[config.mk]
export PLATFORM = sky130hd
export DESIGN_NAME = pipe_stage_buf_flat
export DESIGN_NICKNAME = d
export VERILOG_FILES = /design/src/rtl/pipe_stage_buf_if.sv /design/src/rtl/pipe_stage_buf.sv /design/src/flat_wrapper.sv
export SDC_FILE = /design/constraint.sdc
export NUM_CORES = 1
export LEC_CHECK = 0
export ABC_AREA = 0
export CORE_MARGIN = 8
export CORE_UTILIZATION = 40
export DETAILED_ROUTE_END_ITERATION = 10
export PLACE_DENSITY_LB_ADDON = 0.15
export SYNTH_ARGS = -nofsm -noshare
export SYNTH_HDL_FRONTEND = slang
export SYNTH_SLANG_ARGS = --single-unit
[constraint.sdc]
create_clock -name clk -period 2.1 [get_ports clk]
set_input_delay 0.42 -clock clk [delete_from_list [all_inputs] [get_ports clk]]
set_output_delay 0.42 -clock clk [all_outputs]
set_load 0.05 [all_outputs]
[src/rtl/pipe_stage_buf_if.sv]
// Handshake/payload bundle for one elastic pipeline stage: upstream push side,
// downstream pop side and the stage-wide start/flush controls.
interface pipe_stage_buf_if #(
    parameter int DATA_W = 64
);
    logic              start_i;
    logic              flush_i;
    logic              valid_i;
    logic              ready_o;
    logic [DATA_W-1:0] data_i;
    logic              valid_o;
    logic              ready_i;
    logic [DATA_W-1:0] data_o;

    // Stage side: consumes upstream beats and the controls, produces downstream beats.
    modport slave (
        input  start_i, flush_i, valid_i, data_i, ready_i,
        output ready_o, valid_o, data_o
    );

    // Environment side: the neighbouring stages and the pipeline controller.
    modport master (
        output start_i, flush_i, valid_i, data_i, ready_i,
        input  ready_o, valid_o, data_o
    );
endinterface

[src/rtl/pipe_stage_buf.sv]
// Elastic pipeline stage register with a 2-entry skid buffer, valid/ready on both sides,
// synchronous flush to FLUSH_VAL. Optional stall/flush statistics under `PIPE_STATS_EN.
module pipe_stage_buf #(
    parameter int                 DATA_W    = 64,
    parameter logic [DATA_W-1:0]  FLUSH_VAL = '0,
    parameter int                 CNT_W     = 16
) (
    input  logic              clk,
    input  logic              rst_i,
    pipe_stage_buf_if.slave   bus,
    output logic [CNT_W-1:0]  stall_cnt_o,
    output logic [CNT_W-1:0]  flush_cnt_o
);
    localparam logic [1:0] ST_EMPTY = 2'd0;
    localparam logic [1:0] ST_FULL  = 2'd1;
    localparam logic [1:0] ST_SKID  = 2'd2;

    logic [1:0]        state_q, state_d;
    logic [DATA_W-1:0] main_q,  main_d;
    logic [DATA_W-1:0] skid_q,  skid_d;

    logic ready_w;
    logic valid_w;
    logic push;
    logic pop;

    // Outputs depend only on registered state plus start/reset, never on ready_i or data_i.
    assign ready_w = bus.start_i & ~rst_i & (state_q != ST_SKID);
    assign valid_w = bus.start_i & ~rst_i & (state_q != ST_EMPTY);
    assign push    = bus.valid_i & ready_w;
    assign pop     = valid_w & bus.ready_i;

    assign bus.ready_o = ready_w;
    assign bus.valid_o = valid_w;
    assign bus.data_o  = main_q;

    always_comb begin
        state_d = state_q;
        main_d  = main_q;
        skid_d  = skid_q;
        if (bus.start_i) begin
            if (bus.flush_i) begin
                // The pop presented this cycle still completes; the push is dropped.
                state_d = ST_EMPTY;
                main_d  = FLUSH_VAL;
                skid_d  = FLUSH_VAL;
            end else begin
                case (state_q)
                    ST_EMPTY: begin
                        if (push) begin
                            state_d = ST_FULL;
                            main_d  = bus.data_i;
                        end
                    end
                    ST_FULL: begin
                        if (push && pop) begin
                            main_d  = bus.data_i;
                        end else if (push) begin
                            state_d = ST_SKID;
                            skid_d  = bus.data_i;
                        end else if (pop) begin
                            state_d = ST_EMPTY;
                        end
                    end
                    ST_SKID: begin
                        if (pop) begin
                            state_d = ST_FULL;
                            main_d  = skid_q;
                        end
                    end
                    default: begin
                        state_d = ST_EMPTY;
                    end
                endcase
            end
        end
    end

    always_ff @(posedge clk) begin
        if (rst_i) begin
            state_q <= ST_EMPTY;
            main_q  <= FLUSH_VAL;
            skid_q  <= FLUSH_VAL;
        end else begin
            state_q <= state_d;
            main_q  <= main_d;
            skid_q  <= skid_d;
        end
    end

`ifdef PIPE_STATS_EN
    logic [CNT_W-1:0] stall_cnt_q, stall_cnt_d;
    logic [CNT_W-1:0] flush_cnt_q, flush_cnt_d;

    // Saturating counters; valid_w already folds in start_i so both freeze while stopped.
    always_comb begin
        stall_cnt_d = stall_cnt_q;
        flush_cnt_d = flush_cnt_q;
        if (valid_w && !bus.ready_i && (stall_cnt_q != {CNT_W{1'b1}})) begin
            stall_cnt_d = stall_cnt_q + 1'b1;
        end
        if (bus.start_i && bus.flush_i && (state_q != ST_EMPTY)
            && (flush_cnt_q != {CNT_W{1'b1}})) begin
            flush_cnt_d = flush_cnt_q + 1'b1;
        end
    end

    always_ff @(posedge clk) begin
        if (rst_i) begin
            stall_cnt_q <= '0;
            flush_cnt_q <= '0;
        end else begin
            stall_cnt_q <= stall_cnt_d;
            flush_cnt_q <= flush_cnt_d;
        end
    end

    assign stall_cnt_o = stall_cnt_q;
    assign flush_cnt_o = flush_cnt_q;
`else
    assign stall_cnt_o = '0;
    assign flush_cnt_o = '0;
`endif

endmodule

[src/flat_wrapper.sv]
// flat-port wrapper written by rule: the top's interface ports become plain ports
module pipe_stage_buf_flat 
#(
    parameter int                 DATA_W    = 64,
    parameter logic [DATA_W-1:0]  FLUSH_VAL = '0,
    parameter int                 CNT_W     = 16
)
  (clk, rst_i, stall_cnt_o, flush_cnt_o, bus_start_i, bus_flush_i, bus_valid_i, bus_data_i, bus_ready_i, bus_ready_o, bus_valid_o, bus_data_o);
  pipe_stage_buf_if #(.DATA_W(DATA_W)) bus_i ();
  input  logic clk;
  input  logic rst_i;
  output logic [CNT_W-1:0] stall_cnt_o;
  output logic [CNT_W-1:0] flush_cnt_o;
  input wire logic [$bits(bus_i.start_i)-1:0] bus_start_i;
  input wire logic [$bits(bus_i.flush_i)-1:0] bus_flush_i;
  input wire logic [$bits(bus_i.valid_i)-1:0] bus_valid_i;
  input wire logic [$bits(bus_i.data_i)-1:0] bus_data_i;
  input wire logic [$bits(bus_i.ready_i)-1:0] bus_ready_i;
  output wire logic [$bits(bus_i.ready_o)-1:0] bus_ready_o;
  output wire logic [$bits(bus_i.valid_o)-1:0] bus_valid_o;
  output wire logic [$bits(bus_i.data_o)-1:0] bus_data_o;
  assign bus_i.start_i = bus_start_i;
  assign bus_i.flush_i = bus_flush_i;
  assign bus_i.valid_i = bus_valid_i;
  assign bus_i.data_i = bus_data_i;
  assign bus_i.ready_i = bus_ready_i;
  assign bus_ready_o = bus_i.ready_o;
  assign bus_valid_o = bus_i.valid_o;
  assign bus_data_o = bus_i.data_o;
  pipe_stage_buf #(.DATA_W(DATA_W), .FLUSH_VAL(FLUSH_VAL), .CNT_W(CNT_W)) u_core (.clk(clk), .rst_i(rst_i), .bus(bus_i), .stall_cnt_o(stall_cnt_o), .flush_cnt_o(flush_cnt_o));
endmodule
==> impl_results.md <==
* Die Ht at 131.5 um
* Placed instance area at 0.006775 sq mm
* Nets at 690
* Sequential share of the synthesized area at 48.78%
* HP Class: reg2reg
* HPWL reported at the end of detailed placement at 9.273 mm
* First-pass GRT wire length at 22.84 mm
* Largest net degree at the start of global routing at 49
* RSZ-0062 raised after global routing: no
* Post-synth EDFFs at 0
* Max Clk Rate at 494.5 MHz
* Clock-pin slew on the worst setup and hold paths at 50 ps
* Gate Count Post-Synth at 492
* Via count at 4157
* Die Span X at 131.5 um
* Total CTS buffers at 17
* Commonest cells after routing, fill and taps aside: 131 x clkdlybuf4s50_1, 130 x dfxtp_1, 68 x nor2_1
* YS warnings at 0
* Total Die Area at 0.01729 sq mm
* GRT overflow at 0
* Final hold viol count at 0
* Wirelength, routed at 13.98 mm
* RD Place Congestion at 0.7662
* Critical path buffers and inverters at 1
* N_diodes at 0
* CP Launch Type: flop
* Worst Hold Path EP: u_core.bus.data_o[55]
* Synth Register Bits at 130
* Non-filler cells, final at 809
* ANT nets after route at 0
* Iter 0 DRT Violations at 268
* Total GRT Usage at 16.26%
* Max Cap Viol at 0
* PwrDens at 843.0 mW/mm^2
* Core region area at 0.01314 sq mm
* Synthesized cell area at 0.005335 sq mm
* Share of synthesized registers carrying an async set or reset at 0%
* Clock Sinks at 130
* CP max stage delay at 830 ps
* Worst-case reg-to-reg path depth at 5
* Starting Density at 40.61%
* Hold Path Stages at 1
* Drt via density at 5.138
* CP Capture Type: output port
* Commonest non-fill, non-tap cell in the layout: clkdlybuf4s50_1
* Worst setup path start: u_core.bus.data_o[43]
* Residual DRC count at 0
* Worst Hold Launch: u_core.bus.data_o[55]
* Final hold slack at 459.2 ps
* Post-route minimum period at 2022 ps
* Syn avg cell area at 10.84 sq um
* Clock Latency Late Sink at 410 ps
* FF-to-FF End: u_core.bus.data_o[42]
* Worst r2r src: u_core.state_q[0]
* CTS tree: yes
* Top-level port count at 168
* Initial antenna violation count at 0
* Distinct cells, synth at 31
* Final worst-path cycle share at 96.29%
* Primary FF master, synth: dfxtp_1
* Arr. time, crit path at 1600 ps
* Max-slew violations at 0
* Layout cells sized above 1 at 11.06%
* Standard-cell row count at 42
* Setup violators final at 0
* # port buffers at 135
* Fin Clk Skew at 6.459 ps
* Crit path cell chain: clkdlybuf4s50_1
* Relative slew slack at 62.07%
* Area growth from synthesis to layout at 38.34%
* CP required at 1680 ps
* Cell count after placement at 776
* Slowest cell on crit path: clkdlybuf4s50_1
* Root Buffer: clkbuf_16
* CTS H-tree depth at 4
* Detailed Routing Iterations Pass 1 at 5
* R2R Setup Slk at 400 ps
* Final Cell Area at 0.007381 sq mm
* Crit path max fanout at 2
* Slew at the pin with the worst max-slew slack at 568.9 ps
* # fillers at 1164
* Setup CP Type: reg2out
* Clock buffer depth at 2
* CP top delay family: buffers and inverters
* Static Leak at 3.128 nW
* Max IR drop VDD at 0.0004743 V
* Status: finished, final reports clean
* Vias in the first global route at 4330
* Post-detailed-route wirelength per cell at 17.28 um
## metrics by stage
stage	power (mW)	setup slack (ps)	utilization (%)	TNS, ps
6_report	6.222	77.82	56.18	0
5_1_grt	6.456	26.91	56.18	0
4_1_cts	6.288	41.54	56.16	0
3_5_place_dp	3.325	-75.67	51.57	-3916
3_3_place_gp	3.320	-24.90	51.57	-774.5
2_1_floorplan	3.093	103.3	-	0
## registers in the layout, summed over array words and instances, names as in the netlist
register / count
u_core.state_q: 2
u_core.skid_q: 64
u_core.bus.data_o: 64
## metal layers
layer / global-route usage (%) / up-vias / share of wire [%]
met4: 5.743 / 0 / 0.82
met3: 7.088 / 10 / 7.6
li1: - / 1992 / -
met5: 0 / - / 0
met1: 19.47 / 2022 / 45
met2: 25.45 / 133 / 46
## final cells by class
cell class | instances | area (sq um) | area share [%]
sequential | 130 | 2603 | 35.26
multi-input combinational | 315 | 2318 | 31.41
timing repair buffer | 154 | 1637 | 22.17
clock buffer | 21 | 460.4 | 6.238
tap | 176 | 220.2 | 2.984
clock inverter | 11 | 135.1 | 1.831
inverter | 2 | 7.507 | 0.1017
## Yosys cell counts, types with 2 or more instances
library cell  number  area, sq um
a22oi_1           64        480.5
buf_1              3        11.26
dfxtp_1          130         2603
o2bb2ai_2         10        150.1
nand2b_1           2        12.51
o2bb2ai_1         54        473.0
buf_12             6        120.1
nand2_1            3        11.26
buf_2             14        70.07
mux2i_1           65        650.6
nor2_1            68        255.2
nor2b_1            2        12.51
a21oi_1            2        10.01
buf_4             38        285.3
clkbuf_1          14        52.55
inv_1              2        7.510
## how the worst max path moves through the flow
| stage | to | slack [ps] | cells after the start |
|---|---|---|---|
| after floorplan | bus_ready_o | 100 | 5 |
| after global placement | u_core.bus.data_o[57] | -20 | 6 |
| after detailed placement | u_core.bus.data_o[42] | -80 | 6 |
| after CTS | bus_data_o[46] | 40 | 1 |
| after global routing | bus_data_o[22] | 30 | 1 |
| final | bus_data_o[43] | 80 | 1 |
## repair_timing
| action | CTS | global route |
|---|---|---|
| gates cloned | 0 | 0 |
| pin swaps | 0 | 0 |
| resized for setup | 0 | 1 |
| setup endpoints to repair | 1 | 1 |
| hold buffers | 0 | 0 |
| setup buffers | 1 | 0 |
## report_power, final
group / leakage (nW) / switching (mW) / internal [mW] / total (mW)
Sequential: 1.05 / 0.0278 / 2.51 / 2.54
Combinational: 1.78 / 0.465 / 0.271 / 0.736
Clock: 0.292 / 1.03 / 1.91 / 2.95
Total: 3.13 / 1.53 / 4.70 / 6.22
## logic make-up after synthesis
group | after synthesis | share of synthesized area (%)
AO/OA/AOI/OAI | 137 | 22.12
XOR/XNOR | 1 | 0.1642
buffers and inverters | 78 | 10.46
flip-flops | 130 | 48.78
multiplexers | 65 | 12.20
other | 1 | 0.07029
AND/OR/NAND/NOR | 80 | 6.215
No activity file was read; power rests on OpenSTA's default activity.
